**src/rtl/led_cnt_pkg.sv**
```systemverilog
// Shared types and helpers for the multi-channel LED divider/blinker.
// Build option: LED_CNT_IRQ_STICKY_EN makes the per-channel interrupt a sticky W1C bit.
package led_cnt_pkg;

  localparam int LED_PRESCALE_DEF = 100000;

  typedef enum logic [1:0] {
    OFF     = 2'd0,
    ON      = 2'd1,
    BLINK   = 2'd2,
    ONESHOT = 2'd3
  } led_mode_e;

  typedef enum logic [1:0] {
    S_OFF   = 2'd0,
    S_ON    = 2'd1,
    S_BLINK = 2'd2,
    S_SHOT  = 2'd3
  } led_state_e;

  // Channel-select width; a single channel still needs one select bit.
  function automatic int ch_width(input int n);
    return (n > 1) ? $clog2(n) : 1;
  endfunction

endpackage

```
**src/rtl/led_cnt_ch.sv**
```systemverilog
// One LED channel: config register, terminal-count divider, mode FSM and interrupt.
// Build option: LED_CNT_IRQ_STICKY_EN selects a sticky interrupt cleared by irq_clr_i.
module led_cnt_ch
  import led_cnt_pkg::*;
#(
  parameter int DIV_W = 12
) (
  input  logic             clk100,
  input  logic             rst_n,
  input  logic             tick_i,
  input  logic             wr_i,
  input  logic [1:0]       mode_i,
  input  logic [DIV_W-1:0] div_i,
  input  logic             irq_clr_i,
  output logic             led_o,
  output logic             irq_o
);

  typedef struct packed {
    led_mode_e        mode;
    logic [DIV_W-1:0] div;
  } led_cfg_t;

  led_cfg_t         cfg_q, cfg_d;
  led_state_e       state_q, state_d;
  logic [DIV_W-1:0] cnt_q, cnt_d;
  logic             led_q, led_d;
  logic             irq_q, irq_d;
  logic             tc;

  always_comb begin
    cfg_d   = cfg_q;
    state_d = state_q;
    cnt_d   = cnt_q;
    led_d   = led_q;
    tc      = 1'b0;
    // A write always wins over a terminal count landing on the same edge.
    if (wr_i) begin
      cfg_d.mode = led_mode_e'(mode_i);
      cfg_d.div  = div_i;
      cnt_d      = '0;
      case (led_mode_e'(mode_i))
        OFF:     begin state_d = S_OFF;   led_d = 1'b0; end
        ON:      begin state_d = S_ON;    led_d = 1'b1; end
        BLINK:   begin state_d = S_BLINK; led_d = 1'b0; end
        default: begin state_d = S_SHOT;  led_d = 1'b1; end
      endcase
    end else if (tick_i && (cfg_q.mode == BLINK || cfg_q.mode == ONESHOT) &&
                 (cfg_q.div != '0)) begin
      if (cnt_q == cfg_q.div - DIV_W'(1)) begin
        cnt_d = '0;
        tc    = 1'b1;
      end else begin
        cnt_d = cnt_q + DIV_W'(1);
      end
    end

    if (tc) begin
      if (state_q == S_SHOT) begin
        led_d      = 1'b0;
        state_d    = S_OFF;
        cfg_d.mode = OFF;
      end else begin
        led_d = ~led_q;
      end
    end

`ifdef LED_CNT_IRQ_STICKY_EN
    irq_d = tc | (irq_q & ~irq_clr_i);
`else
    irq_d = tc;
`endif
  end

`ifndef LED_CNT_IRQ_STICKY_EN
  logic unused_irq_clr;
  assign unused_irq_clr = irq_clr_i;
`endif

  always_ff @(posedge clk100 or negedge rst_n) begin
    if (!rst_n) begin
      cfg_q   <= '0;
      state_q <= S_OFF;
      cnt_q   <= '0;
      led_q   <= 1'b0;
      irq_q   <= 1'b0;
    end else begin
      cfg_q   <= cfg_d;
      state_q <= state_d;
      cnt_q   <= cnt_d;
      led_q   <= led_d;
      irq_q   <= irq_d;
    end
  end

  assign led_o = led_q;
  assign irq_o = irq_q;

endmodule

```
**src/rtl/led_cnt_multi.sv**
```systemverilog
// Multi-channel LED divider/blinker: shared base-tick prescaler plus NUM_CH channels.
// Build option: LED_CNT_IRQ_STICKY_EN turns led_int_o into sticky bits cleared by irq_clr_i.
module led_cnt_multi
  import led_cnt_pkg::*;
#(
  parameter int NUM_CH   = 4,
  parameter int DIV_W    = 12,
  parameter int PRESCALE = LED_PRESCALE_DEF
) (
  input  logic                        clk100,
  input  logic                        rst_n,
  input  logic [DIV_W-1:0]            div_i,
  input  logic [1:0]                  mode_i,
  input  logic [ch_width(NUM_CH)-1:0] ch_sel_i,
  input  logic                        wren_i,
  input  logic [NUM_CH-1:0]           irq_clr_i,
  output logic [NUM_CH-1:0]           led_int_o,
  output logic [NUM_CH-1:0]           led_o
);

  localparam int              CH_W    = ch_width(NUM_CH);
  localparam int              PS_W    = $clog2(PRESCALE);
  localparam logic [PS_W-1:0] PS_LAST = PS_W'(PRESCALE - 1);

  logic [PS_W-1:0] ps_q, ps_d;
  logic            tick;

  assign tick = (ps_q == PS_LAST);
  assign ps_d = tick ? '0 : ps_q + PS_W'(1);

  always_ff @(posedge clk100 or negedge rst_n) begin
    if (!rst_n) begin
      ps_q <= '0;
    end else begin
      ps_q <= ps_d;
    end
  end

  // Out-of-range selects match no channel, so such writes are silently dropped.
  for (genvar i = 0; i < NUM_CH; i++) begin : g_ch
    logic wr;
    assign wr = wren_i && (ch_sel_i == CH_W'(i));

    led_cnt_ch #(
      .DIV_W(DIV_W)
    ) u_ch (
      .clk100    (clk100),
      .rst_n     (rst_n),
      .tick_i    (tick),
      .wr_i      (wr),
      .mode_i    (mode_i),
      .div_i     (div_i),
      .irq_clr_i (irq_clr_i[i]),
      .led_o     (led_o[i]),
      .irq_o     (led_int_o[i])
    );
  end

endmodule
```
**config.mk**
```make
export PLATFORM = sky130hd
export DESIGN_NAME = led_cnt_multi
export DESIGN_NICKNAME = d
export VERILOG_FILES = /design/src/rtl/led_cnt_pkg.sv /design/src/rtl/led_cnt_ch.sv /design/src/rtl/led_cnt_multi.sv
export SDC_FILE = /design/constraint.sdc
export NUM_CORES = 1
export LEC_CHECK = 0
export CAP_MARGIN = 30
export CORE_ASPECT_RATIO = 0.5
export CORE_MARGIN = 3
export CORE_UTILIZATION = 55
export CTS_BUF_LIST = sky130_fd_sc_hd__clkbuf_8
export DETAILED_ROUTE_END_ITERATION = 8
export HOLD_SLACK_MARGIN = 0.02
export PLACE_DENSITY_LB_ADDON = 0.2
export SETUP_SLACK_MARGIN = 0.5
export SKIP_LAST_GASP = 1
export SLEW_MARGIN = 20
export SYNTH_ARGS = -nofsm -noshare
export SYNTH_HDL_FRONTEND = slang
export SYNTH_SLANG_ARGS = --single-unit
```
**constraint.sdc**
```tcl
create_clock -name clk100 -period 6.1 [get_ports clk100]
set_clock_uncertainty 0.05 [all_clocks]
set_input_delay 1.22 -clock clk100 [delete_from_list [all_inputs] [get_ports clk100]]
set_output_delay 1.22 -clock clk100 [all_outputs]
set_load 0.1 [all_outputs]
```
==> flow_metrics.py, run 1 <==
metrics = {
    "placed_design": {
        "gp_congestion": 0.885,
        "place_hpwl_um": 13400,
        "numPortBuffers": 26,
        "placed_area_um2": 8260,
    },
    "logic_synthesis": {
        "ys_async_sr_fraction_pct": 100,
        "yosysTopAreaCell": "dfrtp_1",
        "synth-edff-count": 0,
        "ys_seq_elements": 133,
        "syn_inst": 908,
        "synthDistinctLibCells": 66,
        "synthFlopType": "dfrtp_1",
        "synth_commonest_cells": "nand2_1 (196), dfrtp_1 (133), xnor2_1 (67), nor3_1 (56), nor2_1 (41)",
        "synth-warning-count": 0,
        "netlist.area_leader.share_pct": 42.0,
        "synth_nets": 944,
        "synth_area_leaders": "dfrtp_1 (42%), nand2_1 (9.3%), xnor2_1 (7.4%), xor2_1 (4.1%), nor3_1 (3.5%)",
        "yosysMostFrequentCell": "nand2_1",
        "synth.avg_cell_area_um2": 8.73,
        "synth_area_um2": 7930,
        "ys_seq_area_share_pct": 42.0,
    },
    "route": {
        "wl_per_cell_um": 17.2,
        "drt_pre_antenna_iters": 5,
        "drc": 0,
        "route.vias.total": 6654,
        "wirelength_um": 19200,
        "vias_per_cell": 5.98,
        "ant_nets": 0,
        "drt_iter0_drc": 789,
    },
    "critical_path": {
        "critical_path.cell_chain": "inv_1, ha_1, or4b_1, or4_4, a2111oi_4, nand4_2, nor3_2, a21oi_1",
        "crit_fanout": 12,
        "worst_path_max_delay_cell": "nor3_2",
        "slowest_delay_ns": 0.66,
        "cp_data_required_time_ns": 6.34,
        "endpoint_kind": "register",
        "startpoint_type": "register",
        "cp.arrival_ns": 3.71,
        "crit_type": "register to register",
    },
    "grt": {
        "grt_pass1_vias": 6247,
        "grtUsageTotal_pct": 24.7,
        "grt-ovfl-total": 0,
        "grt_max_degree": 91,
        "grt_pass1_wl_um": 31600,
        "antenna_found_initial": 0,
    },
    "finish": {
        "final_area_um2": 8680,
        "layout-drive-gt1-share_pct": 6.52,
        "diodes": 0,
        "syn_to_final_growth_pct": 9.51,
        "finalNetCount": 943,
    },
    "cts": {
        "clkLatencyLatePin_ns": 0.44,
        "cts_resized": 0,
        "cts_tree": "done",
        "postCtsSetupRepairBufs": 0,
        "h-tree-depth": 4,
        "ctsHoldBuffers": 0,
        "clock-sinks": 133,
        "cts_buffers": 17,
        "cts_root_buf": "clkbuf_8",
        "clockBufferDepth": 2,
        "clk_pin_slew_ns": 0.08,
    },
    "sta": {
        "tightest_slew_ns": 1.03,
        "timing.fmax_ghz": 0.288,
        "tns_ns": 0,
        "hold_violations": 0,
        "relSlewSlack_pct": 30.6,
        "setup_viol": 0,
        "fin_crit_sh_pct": 57.0,
        "rsz0062_at_grt": "false",
        "period_needed_ns": 3.48,
        "drv_slew": 0,
    },
    "hold_path": {
        "worstHoldPathType": "register to register",
    },
    "floorplanning": {
        "initial_core_util_pct": 57.4,
        "die_height_um": 90.9,
        "pin_count": 31,
        "die_w_um": 176,
        "num_rows": 30,
        "core_um2": 13800,
        "dieArea_um2": 16000,
    },
    "power_and_ir_drop": {
        "p_leak_uw": 0.00365,
        "ir_drop_mv": 0.124,
        "power.density_nw_per_um2": 266,
    },
    "status": {
        "status": "completed",
    },
    "job": {
        "maxCapViolCount": 0,
    },
}
[cells by family (layout without fill, tap and decap cells)]
kind of cell	after synthesis	in the layout	synth area share (%)
AND/OR/NAND/NOR	465	465	29.7
flip-flops	133	133	42.0
AO/OA/AOI/OAI	124	124	11.0
XOR/XNOR	104	104	11.5
buffers and inverters	69	81	3.77
adder cells (fa/ha/maj)	13	13	2.05
[metal layers]
| metal | vias up | part of all wire, % | global-route usage, % | routed length [um] |
|---|---|---|---|---|
| met4 | 0 | 1.0 | 5.86 | 199 |
| met3 | 19 | 6.0 | 3.95 | 1150 |
| li1 | 3191 | - | - | - |
| met1 | 3222 | 49 | 37.9 | 9440 |
| met5 | - | 0 | 0 | 0 |
| met2 | 222 | 44 | 36.7 | 8370 |
[worst max-delay path: cells and delay by family, from the launching register on]
kind / cells / cell delay [ns]
adders and majority gates: 1 / 0.25
buffers and inverters: 1 / 0.12
and+or+nand+nor: 4 / 1.92
DFF: 1 / 0.43
AOI/OAI and AO/OA: 2 / 0.54
[layout by cell type (no fill, tap or decap), drive strengths merged, types with 21 or more instances in the layout]
master         instances
a21oi                 24
and3                  21
clkdlybuf4s50         25
dfrtp                133
nand2                196
nand3                 22
nand4                 21
nor2                  41
nor3                  58
o21ai                 27
xnor2                 67
xor2                  37
[flip-flops by register name (all words and copies together), names as in the netlist]
register and flops:
g_ch.u_ch.cfg_q 52, g_ch.u_ch.cnt_q 48, ps_q 17, g_ch.u_ch.state_q 8, g_ch.u_ch.irq_o 4, g_ch.u_ch.led_o 4
[final timing paths]
kind                                        from  slack (ns)                 endpoint  cells after the start
min reg2reg                              ps_q[0]        0.40                  ps_q[0]                      1
max                        g_ch[0].u_ch.cfg_q[0]        2.62  g_ch[0].u_ch.state_q[1]                      8
min                                      ps_q[0]        0.40                  ps_q[0]                      1
max reg2reg                g_ch[0].u_ch.cfg_q[0]        2.62  g_ch[0].u_ch.state_q[1]                      8
min in group asynchronous                  rst_n        0.79    g_ch[3].u_ch.cnt_q[1]                      1
max in group asynchronous                  rst_n        4.08    g_ch[0].u_ch.cfg_q[1]                      2
[layout make-up]
class / count / area [um2]
Tap cell: 192 / 240
Inverter: 17 / 63.8
Clock inverter: 13 / 158
Fill cell: 1218 / 5130
Timing Repair Buffer: 32 / 315
Multi-Input combinational cell: 706 / 4320
Sequential cell: 133 / 3330
Clock buffer: 19 / 262
[per-stage QoR]
stage	total power [uW]	hold slack, ns	cells	util (%)	worst slack [ns]
after floorplan	1390	0.374	908	-	3.07
after global placement	1500	0.388	1077	59.6	2.62
after detailed placement	1530	0.397	1079	59.8	2.60
after CTS	2310	0.408	1111	62.8	2.62
after global routing	2430	0.429	1112	62.9	2.37
final	2310	0.403	1112	62.9	2.62
[power by group]
| part | switching [uW] | internal, uW | total (uW) |
|---|---|---|---|
| Combinational | 282 | 183 | 465 |
| Sequential | 108 | 950 | 1060 |
| Clock | 364 | 425 | 789 |
Note: power is estimated with default switching activity, not from simulation.
==> run 2, diff against run 1 <==
==> constraint.sdc (replaced) <==
create_clock -name clk100 -period 3.2 [get_ports clk100]
set_clock_uncertainty 0.05 [all_clocks]
set_input_delay 0.64 -clock clk100 [delete_from_list [all_inputs] [get_ports clk100]]
set_output_delay 0.64 -clock clk100 [all_outputs]
set_load 0.1 [all_outputs]
==> run 2 against run 1 <==
Net effect: combinational power rose to 2.5 times the previous value; final area rose by 8.8%; critical path type unchanged; maximum frequency rose by 22%; die area did not move; count of clock-buffer cells in the layout fell by 1; highest routed layer unchanged; non-clock buffer count rose by 58.
==> flow_metrics.py, run 2 (synthesis gave the netlist of run 1 again) <==
metrics = {
    "status": {
        "status": "completed",
    },
    "route": {
        "vias_per_cell": 6.06,
        "ant_nets": 0,
        "route.vias.total": 7072,
        "drt_iter0_drc": 796,
        "wirelength_um": 20900,
        "drt_pre_antenna_iters": 5,
        "wl_per_cell_um": 17.9,
        "drc": 0,
    },
    "cts": {
        "clockBufferDepth": 2,
        "clk_pin_slew_ns": 0.07,
        "clock-sinks": 133,
        "cts_root_buf": "clkbuf_8",
        "ctsHoldBuffers": 0,
        "clkLatencyLatePin_ns": 0.44,
        "h-tree-depth": 4,
        "cts_buffers": 17,
        "cts_tree": "done",
    },
    "power_and_ir_drop": {
        "ir_drop_mv": 0.240,
        "p_leak_uw": 0.00396,
        "power.density_nw_per_um2": 471,
        "switchingPower_uw": 1530,
        "pwr-share-clk_pct": 28.5,
        "seqPwrFrac_pct": 45.0,
        "intPower_uw": 2920,
        "switching_share_pct": 34.4,
        "pwr-share-comb_pct": 26.5,
    },
    "placed_design": {
        "numPortBuffers": 26,
        "place_hpwl_um": 13900,
        "gp_congestion": 0.904,
        "place_ws_ns": 0.0394,
    },
    "floorplanning": {
        "core_um2": 13800,
        "pin_count": 31,
        "die_w_um": 176,
        "die_height_um": 90.9,
        "num_rows": 30,
        "initial_core_util_pct": 57.4,
        "dieArea_um2": 16000,
    },
    "finish": {
        "final_util_pct": 68.4,
        "syn_to_final_growth_pct": 19.2,
        "fill_cells": 1100,
        "reg_top3": "g_ch.u_ch.cfg_q: 52 flops, g_ch.u_ch.cnt_q: 48 flops, ps_q: 17 flops",
        "finalNetCount": 1001,
        "final_cell_mix": "nand2_1 (196), dfrtp_1 (131), xnor2_1 (67)",
        "regMostFlops": "g_ch.u_ch.cfg_q",
        "largest_reg_flops": 52,
        "layout-drive-gt1-share_pct": 18.3,
        "diodes": 0,
        "layout_commonest_cell": "nand2_1",
    },
    "sta": {
        "tns_ns": 0,
        "setup_viol": 0,
        "drv_slew": 0,
        "tightest_slew_ns": 0.791,
        "rsz0062_at_grt": "true",
        "relSlewSlack_pct": 46.8,
        "hold_violations": 0,
        "timing.fmax_ghz": 0.352,
        "fin_ws_ns": 0.357,
        "fin_crit_sh_pct": 88.8,
        "period_needed_ns": 2.84,
    },
    "grt": {
        "grt_pass1_wl_um": 33600,
        "grt-ovfl-total": 0,
        "grtUsageTotal_pct": 26.2,
        "grt_max_degree": 81,
        "antenna_found_initial": 0,
        "grt_pass1_vias": 6628,
    },
    "critical_path": {
        "rrSetupSlack_ns": 0.36,
        "endpoint_kind": "register",
        "crit_type": "register to register",
        "cp.arrival_ns": 3.09,
        "startpoint_type": "register",
        "crit_fanout": 6,
        "cp_data_required_time_ns": 3.45,
    },
    "job": {
        "maxCapViolCount": 0,
    },
    "hold_path": {
        "worstHoldPathType": "primary input to async pin",
    },
}
## run 2: cell types whose count changed in the layout (fill, tap and decap cells not counted), moves of 5 or more
cell	delta
buf_4	+63
buf_6	+5
o21ai_0	-7
nor3_1	-12
nor4_1	-5
nor3_4	+7
clkdlybuf4s50_1	-8
nor3_2	+5
o21ai_1	+7
## run 2: power by group through the flow
stage / combinational, uW / clock [uW] / sequential (uW)
after global routing: 1280 / 1370 / 2020
after CTS: 1040 / 1290 / 1990
after detailed placement: 961 / 0 / 2020
final: 1180 / 1270 / 2000
after global placement: 930 / 0 / 2010
after floorplan: 738 / 0 / 1950
## run 2: metrics by stage
step           hold WS [ns]  instances  power [uW]  area [um2]
2_1_floorplan         0.294        908        2690        7990
3_3_place_gp          0.390       1097        2940        8410
3_5_place_dp          0.405       1098        2980        8420
4_1_cts               0.217       1150        4320        9070
5_1_grt               0.244       1167        4680        9450
6_report              0.180       1167        4450        9450
## run 2: what timing repair did
| item | in CTS | in global routing |
|---|---|---|
| gates cloned | 1 | 0 |
| pin swaps | 27 | 20 |
| resized for setup | 35 | 54 |
| buffers inserted | 22 | 17 |
| hold endpoints to repair | 0 | 0 |
| endpoints found under the setup margin | 59 | 62 |
## run 2: critical path, stage by stage, from the launching register on
cell and delay, ns:
dfrtp_1 0.41, inv_2 0.10, ha_4 0.14, or3b_4 0.38, or4_4 0.44, a2111oi_4 0.36, o311ai_4 0.22, nor4_4 0.37
buf_6 0.21, nor3_2 0.05
## run 2: final cells by class
cell class | count | area [um2] | share of cell area [%]
tap | 192 | 240 | 2.54
sequential | 133 | 3330 | 35.2
inverter | 17 | 63.8 | 0.675
multi-input combinational | 706 | 4730 | 50.1
timing repair buffer | 90 | 744 | 7.88
clock buffer | 18 | 248 | 2.62
clock inverter | 11 | 91.3 | 0.966
## run 2: per-layer routing
layer,vias up,routed length [um],GRT usage (%)
met2,282,9440,40.0
met5,-,0,0
li1,3313,-,-
met1,3447,9610,38.2
met3,30,1500,5.12
met4,0,388,7.37
## run 2: path summary, 6_finish.rpt
path | end | startpoint | depth (start not counted)
hold reg to reg | ps_q[0] | ps_q[0] | 1
setup / recovery | g_ch[1].u_ch.cnt_q[9] | g_ch[1].u_ch.cfg_q[0] | 9
hold / removal | g_ch[3].u_ch.cnt_q[3] | rst_n | 1
setup reg to reg | g_ch[1].u_ch.cnt_q[9] | g_ch[1].u_ch.cfg_q[0] | 9
max in group asynchronous | ps_q[3] | rst_n | 2
min in group clk100 | ps_q[0] | ps_q[0] | 1
==> run 3, diff against run 2 <==
--- a/config.mk
+++ b/config.mk
@@ -8,14 +8,13 @@
 export CAP_MARGIN = 30
 export CORE_ASPECT_RATIO = 0.5
 export CORE_MARGIN = 3
-export CORE_UTILIZATION = 55
+export CORE_UTILIZATION = 50
 export CTS_BUF_LIST = sky130_fd_sc_hd__clkbuf_8
 export DETAILED_ROUTE_END_ITERATION = 8
 export HOLD_SLACK_MARGIN = 0.02
 export PLACE_DENSITY_LB_ADDON = 0.2
 export SETUP_SLACK_MARGIN = 0.5
 export SKIP_LAST_GASP = 1
-export SLEW_MARGIN = 20
 export SYNTH_ARGS = -nofsm -noshare
 export SYNTH_HDL_FRONTEND = slang
 export SYNTH_SLANG_ARGS = --single-unit
==> run 3 against run 2 <==
Net effect: wire length is 0.62% higher; via count is 1.8% lower; global-route usage is 1.5 points lower; power is 7.3% higher; die area is 9.5% higher; flip-flop and latch count stayed put; core utilization is 4.9 points lower; register-to-register slack worse by 0.06 ns; critical path type unchanged.
==> flow_metrics.py, run 3 (synthesis gave the netlist of run 1 again) <==
metrics = {
    "status": {
        "status": "completed",
    },
    "sta": {
        "period_needed_ns": 2.90,
        "rsz0062_at_grt": "true",
        "tightest_slew_ns": 0.667,
        "drv_slew": 0,
        "fin_crit_sh_pct": 90.7,
        "setup_viol": 0,
        "hold_violations": 0,
        "timing.fmax_ghz": 0.344,
        "relSlewSlack_pct": 55.1,
    },
    "finish": {
        "regMostFlops": "g_ch.u_ch.cfg_q",
        "fill_cells": 1241,
        "final_area_um2": 9510,
        "diodes": 0,
        "seq_area_um2": 3330,
        "reg_top3": "g_ch.u_ch.cfg_q: 52 flops, g_ch.u_ch.cnt_q: 48 flops, ps_q: 17 flops",
        "largest_reg_flops": 52,
        "finalNetCount": 990,
        "multi_input_area_um2": 4720,
        "layout_commonest_cell": "nand2_1",
        "final_cell_mix": "nand2_1 (196), dfrtp_1 (130), xnor2_1 (67)",
        "syn_to_final_growth_pct": 19.9,
        "layout-drive-gt1-share_pct": 18.5,
    },
    "cts": {
        "clkLatencyLatePin_ns": 0.46,
        "ctsHoldBuffers": 0,
        "h-tree-depth": 4,
        "cts_root_buf": "clkbuf_8",
        "cts_tree": "done",
        "clock-sinks": 133,
        "clk_pin_slew_ns": 0.09,
        "clockBufferDepth": 2,
        "cts_buffers": 17,
    },
    "placed_design": {
        "place_hpwl_um": 14200,
        "placed_area_um2": 8470,
        "numPortBuffers": 26,
        "gp_congestion": 0.876,
    },
    "critical_path": {
        "crit_type": "register to register",
        "path_buf_inv": 1,
        "slowest_delay_ns": 0.50,
        "cp_num_cells": 8,
        "endpoint_kind": "register",
        "cp_data_required_time_ns": 3.52,
        "cp.arrival_ns": 3.23,
        "reg2reg_depth": 8,
        "rr_endpoint": "g_ch[0].u_ch.led_o",
        "crit_fanout": 3,
        "path_delay_family": "simple AND/OR/NAND/NOR gates",
        "crit_end": "g_ch[0].u_ch.led_o",
        "rrSetupSlack_ns": 0.30,
        "worst_path_max_delay_cell": "or4b_1",
        "timing.rr.start": "g_ch[0].u_ch.cfg_q[1]",
        "crit_start": "g_ch[0].u_ch.cfg_q[1]",
        "critical_path.cell_chain": "inv_2, ha_4, or4b_4, or4_4, a2111oi_4, nand4_2, or4b_1, a31oi_1",
        "startpoint_type": "register",
    },
    "power_and_ir_drop": {
        "power.density_nw_per_um2": 502,
        "p_leak_uw": 0.00396,
        "p_total_uw": 4780,
        "ir_drop_mv": 0.279,
    },
    "floorplanning": {
        "num_rows": 31,
        "die_height_um": 95.1,
        "pin_count": 31,
        "die_w_um": 184,
        "dieArea_um2": 17500,
        "core_um2": 15000,
        "initial_core_util_pct": 53.0,
    },
    "route": {
        "drt_pre_antenna_iters": 5,
        "route.vias.total": 6947,
        "vias_per_cell": 5.96,
        "drt_iter0_drc": 540,
        "drc": 0,
        "wirelength_um": 21100,
        "ant_nets": 0,
        "wl_per_cell_um": 18.1,
    },
    "grt": {
        "grt_pass1_vias": 6568,
        "grt-ovfl-total": 0,
        "grt_max_degree": 68,
        "antenna_found_initial": 0,
        "grt_pass1_wl_um": 34100,
        "grtUsageTotal_pct": 24.7,
    },
    "job": {
        "maxCapViolCount": 0,
    },
    "hold_path": {
        "worstHoldPathType": "primary input to async pin",
    },
}
[run 3: repair_timing]
item | CTS | global route
setup endpoints to repair | 59 | 59
pin swaps | 30 | 23
setup buffers | 18 | 8
gates cloned | 1 | 0
resized for setup | 44 | 47
[run 3: how the worst min path moves through the flow]
stage | start | end | slack [ns]
3_5_place_dp | ps_q[0] | ps_q[0] | 0.42
3_3_place_gp | ps_q[0] | ps_q[0] | 0.39
2_1_floorplan | rst_n | g_ch[0].u_ch.cfg_q[0] | 0.29
5_1_grt | rst_n | g_ch[2].u_ch.cnt_q[5] | 0.17
4_1_cts | rst_n | g_ch[2].u_ch.cnt_q[6] | 0.14
6_report | rst_n | g_ch[2].u_ch.cnt_q[5] | 0.12
[run 3: report_power, final]
part	switching, uW	internal [uW]
registers	182	1810
logic	677	475
clock network	720	911
total	1580	3200
[run 3: layout make-up]
type | count | area share, %
multi-input combinational | 706 | 49.6
timing repair buffer | 79 | 7.35
tap | 198 | 2.60
clock buffer | 20 | 2.89
clock inverter | 12 | 1.84
inverter | 17 | 0.671
sequential | 133 | 35.0
[run 3: worst reg2reg max path, cell delays in order (launching register included)]
cell       delay, ns
dfrtp_1         0.39
inv_2           0.10
ha_4            0.14
or4b_4          0.46
or4_4           0.45
a2111oi_4       0.36
nand4_2         0.20
or4b_1          0.50
a31oi_1         0.17
[run 3: per-layer routing]
layer	GRT usage, %	vias to the layer above	routed length (um)	share of wire [%]
met5	0	-	0	0
met4	7.42	0	290	1.4
met3	3.32	30	992	4.7
met2	38.2	192	9550	45
met1	36.6	3438	10200	49
li1	-	3287	-	-
[run 3: stage by stage]
step | utilization, % | TNS (ns) | cells | hold WS (ns) | worst slack, ns
final | 63.5 | 0 | 1165 | 0.118 | 0.296
after global routing | 63.5 | 0 | 1165 | 0.174 | 0.203
after CTS | 61.9 | 0 | 1157 | 0.138 | 0.318
after detailed placement | 56.5 | -0.0187 | 1106 | 0.422 | -0.0127
after global placement | 56.5 | 0 | 1106 | 0.390 | 0.0889
after floorplan | - | 0 | 908 | 0.294 | 0.313
